--- src/rtl/imem_loader.sv ---
// Streams a length-prefixed, XOR-checksummed image into instruction memory while holding the CPU in reset.
// One write strobe per 4 accepted bytes; byte_ready drops during WRITE and in the terminal DONE/ERR states.
module imem_loader #(
    parameter logic [31:0] BASE_ADDR = 32'h0000_0000,
    parameter int          MAX_WORDS = 64
) (
    input  logic        clk,
    input  logic        reset,
    input  logic        byte_valid,
    input  logic [7:0]  byte_data,
    output logic        byte_ready,
    output logic        imem_we,
    output logic [31:0] imem_addr,
    output logic [31:0] imem_wdata,
    output logic        cpu_reset,
    output logic        done,
    output logic        err
);

    typedef enum logic [2:0] {LEN0, LEN1, DATA, WRITE, CHK, DONE, ERR} state_t;

    localparam logic [16:0] MAX_N = 17'(MAX_WORDS);

    state_t      state, state_nxt;
    logic [15:0] len;
    logic [15:0] idx;
    logic [1:0]  lane;
    logic [31:0] word;
    logic [7:0]  chk;
    logic [15:0] len_rx;
    logic        accept;

    assign len_rx = {byte_data, len[7:0]};
    assign accept = byte_valid & byte_ready;

    always_ff @(posedge clk) begin
        if (!reset) begin
            state <= LEN0;
        end else begin
            state <= state_nxt;
        end
    end

    always_comb begin
        state_nxt  = state;
        byte_ready = 1'b0;
        imem_we    = 1'b0;
        cpu_reset  = 1'b1;
        done       = 1'b0;
        err        = 1'b0;
        case (state)
            LEN0: begin
                byte_ready = 1'b1;
                if (byte_valid) state_nxt = LEN1;
            end
            LEN1: begin
                byte_ready = 1'b1;
                if (byte_valid) begin
                    if ({1'b0, len_rx} > MAX_N)  state_nxt = ERR;
                    else if (len_rx == 16'd0)    state_nxt = CHK;
                    else                         state_nxt = DATA;
                end
            end
            DATA: begin
                byte_ready = 1'b1;
                if (byte_valid && lane == 2'd3) state_nxt = WRITE;
            end
            WRITE: begin
                imem_we   = 1'b1;
                state_nxt = (idx + 16'd1 == len) ? CHK : DATA;
            end
            CHK: begin
                byte_ready = 1'b1;
                if (byte_valid) state_nxt = (byte_data == chk) ? DONE : ERR;
            end
            DONE: begin
                cpu_reset = 1'b0;
                done      = 1'b1;
            end
            ERR: begin
                err = 1'b1;
            end
            default: state_nxt = LEN0;
        endcase
    end

    // Address/data are registered on the 4th byte so they are stable for the whole WRITE cycle and hold afterwards.
    always_ff @(posedge clk) begin
        if (!reset) begin
            len        <= '0;
            idx        <= '0;
            lane       <= '0;
            word       <= '0;
            chk        <= '0;
            imem_addr  <= BASE_ADDR;
            imem_wdata <= '0;
        end else begin
            case (state)
                LEN0: if (accept) begin
                    len[7:0] <= byte_data;
                    chk      <= chk ^ byte_data;
                end
                LEN1: if (accept) begin
                    len[15:8] <= byte_data;
                    chk       <= chk ^ byte_data;
                end
                DATA: if (accept) begin
                    chk                      <= chk ^ byte_data;
                    lane                     <= lane + 2'd1;
                    word[{lane, 3'b000} +: 8] <= byte_data;
                    if (lane == 2'd3) begin
                        imem_wdata <= {byte_data, word[23:0]};
                        imem_addr  <= BASE_ADDR + {14'd0, idx, 2'b00};
                    end
                end
                WRITE: begin
                    idx  <= idx + 16'd1;
                    word <= '0;
                end
                default: ;
            endcase
        end
    end

endmodule

--- config.mk ---
export PLATFORM = sky130hd
export DESIGN_NAME = imem_loader
export DESIGN_NICKNAME = d
export VERILOG_FILES = /design/src/rtl/imem_loader.sv
export SDC_FILE = /design/constraint.sdc
export NUM_CORES = 1
export LEC_CHECK = 0
export BUFFER_PORTS_ARGS = -buffer_cell sky130_fd_sc_hd__clkbuf_2
export CELL_PAD_IN_SITES_DETAIL_PLACEMENT = 1
export CELL_PAD_IN_SITES_GLOBAL_PLACEMENT = 1
export CORE_ASPECT_RATIO = 1.1
export CORE_MARGIN = 4
export CORE_UTILIZATION = 35
export DETAILED_ROUTE_END_ITERATION = 7
export GPL_ROUTABILITY_DRIVEN = 0
export PLACE_DENSITY = 0.7
export SETUP_SLACK_MARGIN = 0.4
export SLEW_MARGIN = 30
export SYNTH_ARGS = -nofsm -noshare
export SYNTH_HDL_FRONTEND = slang
export SYNTH_SLANG_ARGS = --single-unit
--- constraint.sdc ---
create_clock -name clk -period 2.35 [get_ports clk]
set_input_delay 0.1175 -clock clk [delete_from_list [all_inputs] [get_ports clk]]
set_output_delay 0.1175 -clock clk [all_outputs]
set_load 0.01 [all_outputs]
==> out/qor.csv <==
metric,value,unit
run status,"complete, no violations",
P_leak,2.59,nW
syn avg cell area,8.49,sq um
Setup crit start,idx[2],
FF+latch area,2370,sq um
Total Routing Usage GR,17.9,%
worst min path class,in -> reg,
Yosys warning count,0,
"EDFF count, synth",0,
number of fill cells,1803,
post-detail-place hpwl,10400,um
Crit. End Element,flop,
Max-slew headroom,52.9,%
FP Rows,47,
peak fanout along the critical path,10,
Slew @ Worst Pin,706,ps
Critical Path AT,2520,ps
"most common cell after layout, fill and taps aside",nand2_1,
RSZ-0062 raised after global routing,true,
setup TNS,0,ps
Max Slew Vio Count,0,
gr ovfl total,0,
Hold Slack,27.9,ps
final setup fails,0,
Ports,80,
area of the mapped netlist,5520,sq um
critical path class,reg -> reg,
CP Data Required Time,2660,ps
wire per inst,16.5,um
vias per inst,5.02,
"commonest cells after routing, fill and taps aside","nand2_1, dfxtp_1, a21boi_0, clkbuf_2, nor2b_1",
ant diodes,0,
Die W,128,um
placed insts,886,
clock skew,7.73,ps
clock buffer depth,2,
GRT met2 Usage,31.5,%
"Top FF cell, synth",dfxtp_1,
initial detailed-routing violation count,149,
biggest cell delay along the critical path,530,ps
H-tree depth,4,
Max Cap Viol,0,
"non-filler cells, final",926,
Post-DRT Antenna Nets,0,
"Async S/R FF share, synth",0,%
GRT Max-Usage Layer,met2,
met3 usage,4.29,%
register bit total from synthesis,117,
Placed Instance Area,6070,sq um
Core Footprint,15200,sq um
"Hold-fix buffers, CTS",0,
WL final,15200,um
Multi-input gate area,2990,sq um
DR pass1 iterations,4,
pin count of the biggest net entering global routing,48,
"Distinct cells, synth",58,
worst r2r src,idx[2],
clk slew on worst S/H paths,60,ps
Slowest cell on crit path,or4_4,
Starting Density,36.2,%
CTS tree,built,
first-pass GRT wire length,25400,um
final net count,734,
Peak VDD IR,0.000578,V
HP Start,byte_data[7],
post-layout minimum cycle time,2210,ps
worst path cell trace,nand4_4 -> nor3_1 -> o22ai_1 -> a2111o_1 -> or4_4 -> a21bo_1,
Final Cell Area,6820,sq um
Achievable Freq,0.452,GHz
Clock Latency Late Sink,420,ps
vias,4647,
post-synthesis cell count,650,
die span in y,140,um
Layout Area Growth over Synthesis,23.7,%
Final Hold Viols,0,
DRC viols,0,
die footprint,17800,sq um
total CTS buffers,17,
CTS sink count,117,
Clock Root Buffer,clkbuf_16,
Power Density,808,nW/um^2
CP startpoint kind,flop,
vias in the first global route,5066,
sequential fraction of the synthesis area,42.5,%
part of the cycle the worst path needs,94.2,%
I/O Buffers,63,
grt met1 use,20.5,%
share of layout cells above drive strength 1,22.3,%
initial antenna violation count,0,
-- registers in the layout, summed over array words and instances (netlist names) --
signal,count
chk,8
idx,16
imem_addr,16
imem_wdata,32
lane,2
len,16
state,3
word,24
-- synth_stat cells (all sizes together), types with 2 or more instances --
cell	number	area (sq um)
and2	15	93.8
a22oi	25	188
clkbuf	42	160
or2	2	12.5
o2111ai	2	17.5
buf	24	168
nand3	5	30.0
nand4	8	71.3
or4	5	43.8
a21boi	70	526
o211ai	2	15.0
nor4	7	58.8
o22ai	2	12.5
xnor2	31	272
nor3b	2	15.0
nand2	159	597
inv	10	37.5
nor3	10	65.1
ha	6	75.1
xor2	18	158
a21oi	7	35.0
nand2b	2	12.5
mux2i	2	20.0
nor2	8	30.0
dfxtp	117	2340
or3	7	45.1
nor2b	37	231
o21ai	9	45.0
-- through the flow --
step	setup WS, ps	utilization, %	power [mW]
global placement	109	39.9	2.96
finish	137	44.8	5.51
global route	62.0	44.8	5.77
floorplan	248	-	2.77
detailed placement	-66.7	39.9	3.00
CTS	187	44.5	5.56
-- critical path, delay by kind of cell, from the launching register on --
| family | cells | cell delay, ps |
|---|---|---|
| AOI/OAI and AO/OA | 3 | 700 |
| DFF | 1 | 410 |
| and+or+nand+nor | 3 | 1000 |
-- where the power goes --
part	switching, mW	total [mW]	internal [mW]
clock network	0.903	2.54	1.63
registers	0.0907	2.17	2.08
logic	0.470	0.807	0.337
total	1.46	5.51	4.05
-- worst paths after layout --
| kind | endpoint | slack [ps] | cells past startpoint |
|---|---|---|---|
| max | state[1] | 140 | 6 |
| min | len[7] | 30 | 3 |
| max reg2reg | state[1] | 140 | 6 |
| min reg2reg | imem_wdata[5] | 460 | 2 |
-- cell type report --
class / count / share of cell area, %
multi-input cells: 473 / 43.8
flip-flops and latches: 117 / 34.7
repair buffers: 98 / 8.84
clock buffers: 23 / 7.01
well taps: 196 / 3.60
clock inverters: 9 / 1.49
inverters: 10 / 0.550
-- per-layer routing --
| metal | share of wire, % | vias to the layer above |
|---|---|---|
| li1 | - | 2273 |
| met1 | 43 | 2263 |
| met2 | 51 | 83 |
| met3 | 3.6 | 28 |
| met4 | 2.3 | 0 |
| met5 | 0 | - |
-- repair_timing --
item / 4_1_cts / 5_1_grt
cloned: 1 / 0
buffers inserted: 7 / 0
gates resized for setup: 16 / 11
setup endpoints to repair: 18 / 18
pin swaps: 5 / 2
-- cell families after synthesis --
kind of cell	share of synthesized area (%)
XOR/XNOR	7.78
AO/OA/AOI/OAI	16.8
multiplexers	0.567
other	0.0680
adder cells (fa/ha/maj)	1.36
AND/OR/NAND/NOR	24.4
flip-flops	42.5
buffers and inverters	6.62
Note: power is estimated with default switching activity, not from simulation.
